[src/rtl/starfield_scheduler.sv]
// Frame-synchronous starfield controller: queues one fade/mask command, applies it on vsync,
// steps the fade level per frame and scales the highest-priority star pixel by that level.
//
// state      | meaning
// IDLE       | level static, no fade in progress
// FADING_IN  | level rises by FADE_STEP each frame, saturating at 255
// FADING_OUT | level falls by FADE_STEP each frame, saturating at 0
module starfield_scheduler #(
  parameter int unsigned FADE_STEP  = 8,
  parameter logic [2:0]  RESET_MASK = 3'b111
) (
  input  logic        pixel_clock,
  input  logic        reset,
  input  logic        vsync,
  input  logic        pixel_valid,
  input  logic [2:0]  layer_on,
  input  logic [23:0] layer_star,
  input  logic        cmd_valid,
  input  logic [1:0]  cmd_op,
  input  logic [7:0]  cmd_data,
  output logic        cmd_ready,
  output logic [2:0]  layer_run,
  output logic        fade_busy,
  output logic [7:0]  level,
  output logic [23:0] pixel_rgb
);

  localparam logic [1:0] OP_FADE_IN   = 2'd0;
  localparam logic [1:0] OP_FADE_OUT  = 2'd1;
  localparam logic [1:0] OP_SET_MASK  = 2'd2;
  localparam logic [8:0] STEP9        = 9'(FADE_STEP);

  typedef enum logic [1:0] {
    IDLE       = 2'd0,
    FADING_IN  = 2'd1,
    FADING_OUT = 2'd2
  } state_t;

  state_t      state;
  logic        pend_valid;
  logic [1:0]  pend_op;
  logic [7:0]  pend_data;
  logic [2:0]  mask;

  logic [8:0]  level_up;
  logic [8:0]  level_dn;
  logic [7:0]  up_sat;
  logic [7:0]  dn_sat;

  logic [2:0]  hit;
  logic [7:0]  s_raw;
  logic [15:0] prod;
  logic [7:0]  s_scaled;

  // 9-bit arithmetic: bit 8 flags overflow on the way up and a borrow on the way down.
  assign level_up = {1'b0, level} + STEP9;
  assign level_dn = {1'b0, level} - STEP9;
  assign up_sat   = level_up[8] ? 8'hFF : level_up[7:0];
  assign dn_sat   = level_dn[8] ? 8'h00 : level_dn[7:0];

  assign cmd_ready = ~pend_valid;
  assign fade_busy = (state != IDLE);
  assign layer_run = mask;

  always_ff @(posedge pixel_clock or posedge reset) begin
    if (reset) begin
      state      <= IDLE;
      level      <= 8'h00;
      mask       <= RESET_MASK;
      pend_valid <= 1'b0;
      pend_op    <= 2'd0;
      pend_data  <= 8'h00;
    end else begin
      if (vsync && pend_valid) begin
        // Command apply owns this frame boundary; no fade step alongside it.
        pend_valid <= 1'b0;
        case (pend_op)
          OP_FADE_IN:  state <= (level == 8'hFF) ? IDLE : FADING_IN;
          OP_FADE_OUT: state <= (level == 8'h00) ? IDLE : FADING_OUT;
          OP_SET_MASK: mask  <= pend_data[2:0];
          default: begin
            level <= pend_data;
            state <= IDLE;
          end
        endcase
      end else if (vsync) begin
        case (state)
          FADING_IN: begin
            level <= up_sat;
            if (up_sat == 8'hFF) state <= IDLE;
          end
          FADING_OUT: begin
            level <= dn_sat;
            if (dn_sat == 8'h00) state <= IDLE;
          end
          default: state <= IDLE;
        endcase
      end

      // A command accepted alongside vsync lands in pending and waits for the next frame.
      if (cmd_valid && !pend_valid) begin
        pend_valid <= 1'b1;
        pend_op    <= cmd_op;
        pend_data  <= cmd_data;
      end
    end
  end

  assign hit = layer_on & mask;

  always_comb begin
    s_raw = 8'h00;
    if (hit[0])      s_raw = layer_star[7:0];
    else if (hit[1]) s_raw = layer_star[15:8];
    else if (hit[2]) s_raw = layer_star[23:16];
  end

  assign prod     = {8'h00, s_raw} * {8'h00, level};
  assign s_scaled = (level == 8'hFF) ? s_raw : 8'(prod >> 8);

  always_ff @(posedge pixel_clock or posedge reset) begin
    if (reset) begin
      pixel_rgb <= 24'h000000;
    end else begin
      pixel_rgb <= pixel_valid ? {s_scaled, s_scaled, s_scaled} : 24'h000000;
    end
  end

endmodule

[config.mk]
export PLATFORM = sky130hd
export DESIGN_NAME = starfield_scheduler
export DESIGN_NICKNAME = d
export VERILOG_FILES = /design/src/rtl/starfield_scheduler.sv
export SDC_FILE = /design/constraint.sdc
export NUM_CORES = 1
export LEC_CHECK = 0
export CAP_MARGIN = 0
export CORE_UTILIZATION = 25
export CTS_BUF_LIST = sky130_fd_sc_hd__clkbuf_2
export DETAILED_ROUTE_END_ITERATION = 8
export HOLD_SLACK_MARGIN = 0.05
export MAX_ROUTING_LAYER = met4
export SYNTH_ARGS = -nofsm -noshare
export SYNTH_HDL_FRONTEND = slang
export SYNTH_SLANG_ARGS = --single-unit
[constraint.sdc]
create_clock -name pixel_clock -period 4.9 [get_ports pixel_clock]
set_input_delay 0.98 -clock pixel_clock [delete_from_list [all_inputs] [get_ports pixel_clock]]
set_output_delay 0.98 -clock pixel_clock [all_outputs]
set_load 0.03 [all_outputs]
==> flow_metrics.env, run 1 <==
export IMPL_io_buffers=78
export IMPL_dp_hpwl_microns=9695
export IMPL_finalSetupTns_ps=0
export IMPL_io_pins=79
export IMPL_overflow=0
export IMPL_clk_pin_slew_ps=230
export IMPL_cp_data_required_time_ps=5280
export IMPL_dieArea_sq_um=16710
export IMPL_htree_num_levels=2
export IMPL_final_cell_count_no_fill=802
export IMPL_synth_ff_type="dfrtp_1"
export IMPL_slew_headroom_pct=44.92
export IMPL_regToRegStartpoint="layer_run[1]$_DFFE_PP1P_"
export IMPL_utilization_pct=37.64
export IMPL_vias=3756
export IMPL_slew_violations=0
export IMPL_ys_warn_count=0
export IMPL_clockBufferDepth=2
export IMPL_yosysUniqueCellTypes=60
export IMPL_routed_wl_microns=12120
export IMPL_start_util_pct=25.59
export IMPL_fin_crit_sh_pct=99.04
export IMPL_netlist_area_sq_um=4050
export IMPL_synth_edff_count=0
export IMPL_cts_buffers=5
export IMPL_ys_ff_latch=32
export IMPL_cts_tree="yes"
export IMPL_worst_hold_path_endpoint="pend_data[5]$_DFFE_PP0P_"
export IMPL_crit_path_cell_trace="clkdlybuf4s50_1 -> a221o_1 -> o21ai_4 -> nor2_1 -> fa_1 -> fa_1 -> fa_1 -> inv_2 -> fa_1 -> inv_2 -> ha_4 -> a21o_1 -> a31oi_1 -> o21ai_1 -> a41oi_2 -> xnor2_1 -> nor2_1 -> a211oi_2"
export IMPL_worstSetupPathType="primary input to flip-flop"
export IMPL_ir_drop_uv=406.1
export IMPL_clock_sinks=32
export IMPL_tightest_slew_ps=824.5
export IMPL_crit_slowest_cell="fa_1"
export IMPL_period_minus_slack_ps=4853
export IMPL_synthAdderAreaFrac_pct=28.11
export IMPL_initialDrtViolationCount=124
export IMPL_firstDrtPassIters=4
export IMPL_rsz0062_at_grt="true"
export IMPL_status="finished, final reports clean"
export IMPL_synth_xor_area_share_pct=2.379
export IMPL_hold_class="flip-flop to flip-flop"
export IMPL_p_per_area_nw_per_um2=787.9
export IMPL_antenna_found_initial=0
export IMPL_rows=46
export IMPL_synth_simple_area_share_pct=20.45
export IMPL_syn_num_nets=578
export IMPL_worst_path_largest_cell_delay_ps=520
export IMPL_dp_cells=780
export IMPL_grt_max_degree=33
export IMPL_synth_top_family_by_area="adder cells"
export IMPL_gp_congestion=0.8556
export IMPL_synthCells=466
export IMPL_diodes=0
export IMPL_report_final_hold_viol_count=0
export IMPL_async_flop_share_pct=100.0
export IMPL_avgSynthCellArea_sq_um=8.691
export IMPL_end_kind="flip-flop"
export IMPL_arrival_ps=5240
export IMPL_r2r_end="pixel_rgb[17]$_DFF_PP0_"
export IMPL_setup_viol=0
export IMPL_whs_path_depth=1
export IMPL_ys_seq_area_share_pct=19.86
export IMPL_skew_ps=26.47
export IMPL_hp_start="pend_data[5]$_DFFE_PP0P_"
export IMPL_final_layout_size_suffix_gt1_share_pct=30.55
export IMPL_post_route_drc_count=0
export IMPL_area_growth_pct=47.08
export IMPL_die_x_microns=129.3
export IMPL_post_drt_wl_per_cell_microns=15.11
export IMPL_path_common_cell="fa_1"
export IMPL_synth_mux_area_share_pct=3.862
export IMPL_fp_dieH_microns=129.3
export IMPL_root_buffer="clkbuf_2"
export IMPL_vias_per_cell=4.683
export IMPL_p_leak_nw=2.618
export IMPL_nNetsFinal=697
export IMPL_ff2ff_path_depth=20
export IMPL_clk_latency_ps=440
export IMPL_max_freq_ghz=0.2061
export IMPL_start_kind="primary input"
export IMPL_grt_pass1_wl_microns=19810
export IMPL_grt_pass1_vias=3880
export IMPL_core_area_sq_um=15830
export IMPL_synth_compound_area_share_pct=15.23
export IMPL_crit_path_max_fanout=5
export IMPL_r2r_slack_ps=110
export IMPL_grt_usage_pct=15.76
export IMPL_ant_nets=0
export IMPL_maxCapViolCount=0
-- cell usage after synthesis (13+ instances only) --
cell | count | area share [%]
ha_1 | 35 | 11
a21oi_1 | 18 | 2.2
and2_1 | 21 | 3.2
nand2_1 | 38 | 3.5
dfrtp_1 | 29 | 18
nor2b_1 | 22 | 3.4
nor2_1 | 23 | 2.1
mux2_2 | 13 | 3.6
fa_1 | 35 | 17
inv_1 | 46 | 4.3
buf_4 | 17 | 3.2
o21ai_0 | 21 | 2.6
clkbuf_1 | 16 | 1.5
-- kinds of logic (layout without fill, tap and decap cells) --
kind of cell	after synthesis	after routing
AO/OA/AOI/OAI	94	94
XOR/XNOR	11	11
adder cells (fa/ha/maj)	70	70
buffers and inverters	88	207
flip-flops	32	32
multiplexers	14	14
AND/OR/NAND/NOR	157	158
-- layer usage --
layer	track usage (%)	up-vias	wire length, microns
li1	-	1808	-
met1	19.61	1831	5491
met2	27.36	103	6070
met3	2.147	14	456
met4	2.837	0	97
met5	-	-	0
-- worst max-delay path: cells and delay by family --
| family | cells | cell delay [ps] |
|---|---|---|
| adders and majority gates | 5 | 2180 |
| AOI/OAI and AO/OA | 7 | 1250 |
| buffers and inverters | 3 | 500 |
| and+or+nand+nor | 2 | 160 |
| xor gates and xnor gates | 1 | 160 |
-- stage by stage --
| step | power, mW | instance area [sq um] | hold WS, ps | worst slack, ps |
|---|---|---|---|---|
| after floorplan | 2.923 | 4219 | 475.3 | -360.8 |
| after global placement | 3.936 | 5483 | 502.0 | -1076 |
| after detailed placement | 4.018 | 5483 | 506.8 | -1174 |
| after CTS | 4.386 | 5695 | 550.3 | -51.78 |
| after global routing | 5.126 | 5957 | 574.6 | -149.3 |
| final | 4.694 | 5957 | 548.6 | 47.09 |
-- layout by cell type, fill, tap and decap left out, types with 7 or more instances in the layout --
cell type / n
nand2b_1: 7
and2_1: 17
o21ai_0: 17
dlygate4sd2_1: 10
xnor2_1: 10
fa_1: 29
ha_1: 28
mux2_2: 13
a21oi_1: 14
nand3_1: 10
nor3_1: 11
nor2_1: 19
dfrtp_1: 29
buf_6: 7
inv_1: 41
nor2b_1: 17
nand2_1: 32
buf_4: 67
clkdlybuf4s50_1: 62
-- how the worst max path moves through the flow --
stage	slack (ps)	cells past startpoint	start	end
floorplan	-360	21	layer_on[1]	pixel_rgb[22]$_DFF_PP0_
global placement	-1080	18	layer_on[1]	pixel_rgb[22]$_DFF_PP0_
detailed placement	-1170	18	layer_on[1]	pixel_rgb[22]$_DFF_PP0_
CTS	-50	20	layer_on[1]	pixel_rgb[18]$_DFF_PP0_
global route	-150	21	layer_run[1]$_DFFE_PP1P_	pixel_rgb[18]$_DFF_PP0_
finish	50	18	layer_star[22]	pixel_rgb[18]$_DFF_PP0_
-- cell type report --
cell class	count	area, sq um
fillers	1555	9871
inverters	47	176.4
flip-flops and latches	32	804.5
repair buffers	152	1359
well taps	216	270.3
multi-input cells	347	3279
clock inverters	3	42.54
clock buffers	5	25.02
-- report_power, final --
group / leakage, nW / switching [mW] / total [mW] / internal [mW]
Sequential: 0.393 / 0.133 / 0.497 / 0.365
Combinational: 2.19 / 2.10 / 3.99 / 1.89
Clock: 0.0390 / 0.119 / 0.204 / 0.0850
Total: 2.62 / 2.36 / 4.69 / 2.34
-- sequential cells by signal, indices dropped and copies added (netlist names) --
name,flops
pend_data,8
pend_op,2
state,2
level,8
layer_run,3
pend_valid,1
pixel_rgb,8
-- what timing repair did --
action,CTS,global route
resized for setup,52,41
setup buffers,7,7
setup endpoints to repair,8,8
pin swaps,24,41
hold buffers,0,0
cloned,1,0
Power figures use the tool's default switching activity.
==> inputs of run 2 (changes only) <==
Settings changed: CORE_ASPECT_RATIO set to 0.6, PLACE_DENSITY set to 0.55, REMOVE_ABC_BUFFERS set to 1.
==> run 2 against run 1 <==
Register-to-register slack worse by 170 ps. Critical path depth is 4 higher. Clock power is 5% lower. Clock-buffer cell count stayed put. Cell count is 1.4% lower. Combinational power is 2% lower. Largest power group unchanged. Sequential power is 2% lower. Hold slack worse by 7.8 ps. The flow now finishes with violations (DRC, setup timing). Die area is 0.10% higher. Flip-flop and latch count stayed put. Maximum frequency is 3.2% lower. Global-route usage is 0.37 points lower.
==> flow_metrics.env, run 2 (synthesis results as in run 1) <==
export IMPL_cts_buffers=5
export IMPL_largestRegisters="level x8, pend_data x8, pixel_rgb x8"
export IMPL_root_buffer="clkbuf_2"
export IMPL_dp_hpwl_microns=9537
export IMPL_slew_violations=0
export IMPL_fillers=1581
export IMPL_worst_hold_path_endpoint="pend_data[3]$_DFFE_PP0P_"
export IMPL_grt_usage_pct=15.39
export IMPL_report_final_hold_viol_count=0
export IMPL_maxCapViolCount=0
export IMPL_vias=3761
export IMPL_crit_path_cell_trace="buf_8 -> nand2_2 -> and3_4 -> a221o_1 -> o21ai_2 -> buf_4 -> buf_6 -> nand2b_4 -> fa_1 -> fa_1 -> inv_1 -> fa_2 -> fa_1 -> ha_4 -> buf_4 -> nand3_1 -> o21ai_1 -> a41oi_2 -> buf_4 -> a21boi_2 -> xnor2_1 -> o22ai_1"
export IMPL_whs_path_depth=1
export IMPL_pwr_share_seq_pct=10.6
export IMPL_post_route_drc_count=2
export IMPL_violations="DRC, setup timing"
export IMPL_clk_pin_slew_ps=210
export IMPL_netSwitchingFraction_pct=49.96
export IMPL_antenna_found_initial=0
export IMPL_rows=35
export IMPL_core_area_sq_um=15590
export IMPL_worstSetupPathType="primary input to flip-flop"
export IMPL_tightest_slew_ps=949.4
export IMPL_p_per_area_nw_per_um2=779.5
export IMPL_overflow=0
export IMPL_holdWs_ps=540.7
export IMPL_p_leak_nw=2.618
export IMPL_p_sw_mw=2.305
export IMPL_finalPower_mw=4.613
export IMPL_cts_tree="yes"
export IMPL_vias_per_cell=4.755
export IMPL_ff2ff_path_depth=21
export IMPL_clockBufferDepth=2
export IMPL_dpl_instance_area_sq_um=5273
export IMPL_final_layout_size_suffix_gt1_share_pct=29.42
export IMPL_final_common_cell="clkdlybuf4s50_1"
export IMPL_dieArea_sq_um=16730
export IMPL_ir_drop_uv=492.1
export IMPL_end_kind="flip-flop"
export IMPL_fin_crit_sh_pct=102.3
export IMPL_ant_nets=0
export IMPL_area_growth_pct=46.12
export IMPL_finalSetupTns_ps=-447.6
export IMPL_arrival_ps=5330
export IMPL_routed_wl_microns=12220
export IMPL_setup_slack_ps=-114.4
export IMPL_fp_dieH_microns=100.6
export IMPL_regArea_sq_um=804.5
export IMPL_utilization_pct=37.96
export IMPL_die_x_microns=166.3
export IMPL_p_clk_share_pct=4.2
export IMPL_cp_data_required_time_ps=5210
export IMPL_status="complete, but fails checks"
export IMPL_skew_ps=22.93
export IMPL_diodes=0
export IMPL_start_util_pct=25.98
export IMPL_regToRegStartpoint="layer_run[1]$_DFFE_PP1P_"
export IMPL_slew_headroom_pct=36.58
export IMPL_worst_path_largest_cell_delay_ps=530
export IMPL_intPower_mw=2.309
export IMPL_period_minus_slack_ps=5014
export IMPL_layout_common_cells="69 x clkdlybuf4s50_1, 64 x buf_4, 41 x inv_1, 35 x nand2_1"
export IMPL_final_area_sq_um=5918
export IMPL_initialDrtViolationCount=217
export IMPL_grt_pass1_wl_microns=19720
export IMPL_hp_start="pend_data[3]$_DFFE_PP0P_"
export IMPL_clock_sinks=32
export IMPL_clk_latency_ps=390
export IMPL_io_pins=79
export IMPL_crit_slowest_cell="fa_2"
export IMPL_htree_num_levels=2
export IMPL_postCtsHoldBufs=0
export IMPL_post_drt_wl_per_cell_microns=15.45
export IMPL_hold_class="flip-flop to flip-flop"
export IMPL_r2r_slack_ps=-60
export IMPL_crit_path_max_fanout=5
export IMPL_max_freq_ghz=0.1994
export IMPL_firstDrtPassIters=6
export IMPL_multiInputGateArea_sq_um=3192
export IMPL_grt_pass1_vias=3763
export IMPL_start_kind="primary input"
export IMPL_pwr_share_comb_pct=85.3
export IMPL_r2r_end="pixel_rgb[22]$_DFF_PP0_"
export IMPL_grt_max_degree=33
export IMPL_setup_viol=6
export IMPL_io_buffers=78
export IMPL_rsz0062_at_grt="true"
export IMPL_nNetsFinal=699
export IMPL_gp_congestion=0.8822
run 2: worst max-delay path by stage:
stage	start	end	slack, ps	depth (start not counted)
2_1_floorplan	layer_on[1]	pixel_rgb[18]$_DFF_PP0_	-690	19
3_3_place_gp	layer_on[1]	pixel_rgb[18]$_DFF_PP0_	-1320	21
3_5_place_dp	layer_on[1]	pixel_rgb[15]$_DFF_PP0_	-1380	21
4_1_cts	layer_on[1]	pixel_rgb[15]$_DFF_PP0_	-120	21
5_1_grt	layer_star[10]	pixel_rgb[15]$_DFF_PP0_	-250	19
6_report	layer_on[1]	pixel_rgb[22]$_DFF_PP0_	-110	22
run 2: area by class of cell:
class / count / area share [%]
well taps: 203 / 4.292
multi-input cells: 346 / 53.93
repair buffers: 155 / 24.06
flip-flops and latches: 32 / 13.59
clock inverters: 3 / 0.7188
clock buffers: 5 / 0.4228
inverters: 47 / 2.981
run 2: power by group through the flow:
stage	Sequential [mW]	Combinational [mW]	Clock, mW
detailed placement	0.487	3.17	0
floorplan	0.685	1.76	0
global route	0.503	4.31	0.213
finish	0.487	3.93	0.193
global placement	0.487	3.16	0
CTS	0.485	3.77	0.201
run 2: critical path: cells and delay by family:
kind | cells | cell delay, ps
xor+xnor | 1 | 130
buf+inv | 6 | 670
compound gates | 6 | 870
simple gates | 4 | 450
fa+ha+maj | 5 | 2210
run 2: through the flow:
| step | worst slack (ps) | instances |
|---|---|---|
| 5_1_grt | -252.6 | 791 |
| 3_3_place_gp | -1316 | 762 |
| 3_5_place_dp | -1385 | 762 |
| 6_report | -114.4 | 791 |
| 4_1_cts | -115.7 | 790 |
| 2_1_floorplan | -688.6 | 425 |
run 2: timing repair:
item                       4_1_cts  5_1_grt
gates resized for setup         78       34
setup buffers                   21        4
setup endpoints to repair        8        8
pin swaps                       53       34
run 2: metal layers:
metal,vias to the layer above,global-route usage (%),share of wire [%]
li1,1814,-,-
met4,0,3.846,1.6
met3,17,1.688,5.6
met5,-,-,0
met1,1799,22.56,52
met2,131,22.40,41
==> inputs of run 3 (changes only) <==
Settings changed: CTS_BUF_LIST sky130_fd_sc_hd__clkbuf_2 to unset.
==> run 3 against run 2 <==
The run still ends with DRC, setup timing left. Die area is the same. Clock-buffer cell count unchanged. Critical path depth down 1. Maximum frequency shrank 2.7%. Clock power grew 88%. Wire length is 0.83% higher. Largest cell class unchanged.
==> flow_metrics.env, run 3 (synthesis results as in run 1) <==
export IMPL_final_layout_size_suffix_gt1_share_pct=31.53
export IMPL_whs_path_depth=1
export IMPL_hold_class="flip-flop to flip-flop"
export IMPL_die_x_microns=166.3
export IMPL_final_cell_count_no_fill=796
export IMPL_routed_wl_microns=12320
export IMPL_cts_buffers=5
export IMPL_io_buffers=78
export IMPL_crit_path_max_fanout=5
export IMPL_utilization_pct=39.21
export IMPL_dp_cells=762
export IMPL_fp_dieH_microns=100.6
export IMPL_max_freq_ghz=0.1941
export IMPL_initialDrtViolationCount=250
export IMPL_netSwitchingFraction_pct=48.95
export IMPL_holdWs_ps=512.4
export IMPL_p_clk_share_pct=7.5
export IMPL_slew_headroom_pct=33.64
export IMPL_skew_ps=6.707
export IMPL_rows=35
export IMPL_regToRegStartpoint="layer_run[1]$_DFFE_PP1P_"
export IMPL_fillers=1559
export IMPL_vias=3760
export IMPL_violations="DRC, setup timing"
export IMPL_r2r_slack_ps=-100
export IMPL_vias_per_cell=4.724
export IMPL_rsz0062_at_grt="true"
export IMPL_core_area_sq_um=15590
export IMPL_area_growth_pct=50.94
export IMPL_pwr_share_seq_pct=10.1
export IMPL_gp_congestion=0.8822
export IMPL_layout_common_cells="70 x buf_4, 65 x clkdlybuf4s50_1, 41 x inv_1, 34 x nand2_1"
export IMPL_intPower_mw=2.485
export IMPL_clk_pin_slew_ps=60
export IMPL_finalPower_mw=4.869
export IMPL_pwr_share_comb_pct=82.4
export IMPL_r2r_end="pixel_rgb[18]$_DFF_PP0_"
export IMPL_htree_num_levels=2
export IMPL_postCtsHoldBufs=0
export IMPL_dpl_worst_slack_ps=-1385
export IMPL_final_common_cell="buf_4"
export IMPL_overflow=0
export IMPL_start_util_pct=25.98
export IMPL_cp_data_required_time_ps=5080
export IMPL_dieArea_sq_um=16730
export IMPL_cts_tree="yes"
export IMPL_ir_drop_uv=502.9
export IMPL_grt_usage_pct=15.49
export IMPL_worst_hold_path_endpoint="pend_data[3]$_DFFE_PP0P_"
export IMPL_grt_pass1_wl_microns=19900
export IMPL_period_minus_slack_ps=5153
export IMPL_p_leak_nw=2.695
export IMPL_clock_sinks=32
export IMPL_end_kind="flip-flop"
export IMPL_tightest_slew_ps=993.3
export IMPL_diodes=0
export IMPL_nNetsFinal=704
export IMPL_worstSetupPathType="primary input to flip-flop"
export IMPL_io_pins=79
export IMPL_post_drt_wl_per_cell_microns=15.48
export IMPL_largestRegisters="level x8, pend_data x8, pixel_rgb x8"
export IMPL_firstDrtPassIters=8
export IMPL_report_final_hold_viol_count=0
export IMPL_grt_max_degree=33
export IMPL_setup_viol=8
export IMPL_hp_start="pend_data[3]$_DFFE_PP0P_"
export IMPL_ant_nets=0
export IMPL_fin_crit_sh_pct=105.2
export IMPL_post_route_drc_count=2
export IMPL_start_kind="primary input"
export IMPL_clk_latency_ps=280
export IMPL_p_sw_mw=2.383
export IMPL_slew_violations=0
export IMPL_arrival_ps=5340
export IMPL_root_buffer="clkbuf_16"
export IMPL_ff2ff_path_depth=20
export IMPL_p_per_area_nw_per_um2=796.4
export IMPL_setup_slack_ps=-253.0
export IMPL_grt_pass1_vias=3827
export IMPL_maxCapViolCount=0
export IMPL_antenna_found_initial=0
export IMPL_clockBufferDepth=2
export IMPL_status="complete, but fails checks"
export IMPL_dp_hpwl_microns=9537
[run 3: changes by cell type in the layout (fill, tap and decap cells not counted), moves of 2 or more]
cell and change:
buf_4 +6, fa_1 -2, nor2b_2 -2, nor2_1 -3, o21ai_1 -2, clkbuf_2 -5
clkdlybuf4s50_1 -4, dlygate4sd2_1 +4, nor2_4 +2, o21ai_2 +2, fa_2 +2, clkbuf_16 +5
[run 3: worst max-delay path, cell delays in order]
cell and delay [ps]:
buf_8 80, nand2_4 40, and3_4 200, buf_6 110, a221o_1 310, o21ai_2 120
nor2_2 60, fa_1 490, fa_1 530, fa_1 510, inv_1 50, fa_1 490
inv_2 50, ha_4 230, a21o_1 190, a31oi_1 180, o21ai_2 100, a41oi_4 220
xnor2_1 150, nor2_1 50, a211oi_1 180
[run 3: power by group through the flow]
stage          registers, mW  clock network, mW  logic (mW)
3_3_place_gp           0.487                  0        3.16
5_1_grt                0.507              0.384        4.39
2_1_floorplan          0.685                  0        1.76
4_1_cts                0.490              0.374        3.87
6_report               0.492              0.363        4.01
3_5_place_dp           0.487                  0        3.17
[run 3: how the worst max path moves through the flow]
stage / from / slack, ps / end
5_1_grt: layer_on[1] / -380 / pixel_rgb[18]$_DFF_PP0_
6_report: layer_on[1] / -250 / pixel_rgb[18]$_DFF_PP0_
3_5_place_dp: layer_on[1] / -1380 / pixel_rgb[15]$_DFF_PP0_
4_1_cts: layer_on[1] / -250 / pixel_rgb[15]$_DFF_PP0_
3_3_place_gp: layer_on[1] / -1320 / pixel_rgb[18]$_DFF_PP0_
2_1_floorplan: layer_on[1] / -690 / pixel_rgb[18]$_DFF_PP0_
[run 3: layer usage]
metal | wire, microns | up-vias | global-route usage (%)
met3 | 471 | 11 | 1.728
met5 | 0 | - | -
li1 | - | 1820 | -
met2 | 5225 | 98 | 22.95
met4 | 127 | 0 | 3.348
met1 | 6499 | 1831 | 22.56
[run 3: what timing repair did]
action                                  CTS  global route
pin swaps                                69            18
endpoints found under the setup margin    8             8
hold endpoints to repair                  0             0
resized for setup                       106            24
buffers inserted                         26             2
[run 3: cell type report]
class                   count  area, sq um  share of cell area, %
multi-input cells         346         3263                  53.38
repair buffers            160         1448                  23.68
flip-flops and latches     32        804.5                  13.16
well taps                 203        254.0                  4.155
inverters                  47        176.4                  2.886
clock buffers               5        125.1                  2.047
clock inverters             3        42.54                 0.6959
[run 3: stage by stage]
| step | setup TNS (ps) | cell area, sq um |
|---|---|---|
| 4_1_cts | -1265 | 6017 |
| 5_1_grt | -2492 | 6113 |
| 2_1_floorplan | -3925 | 3817 |
| 3_3_place_gp | -9171 | 5273 |
| 6_report | -1377 | 6113 |
| 3_5_place_dp | -9938 | 5273 |
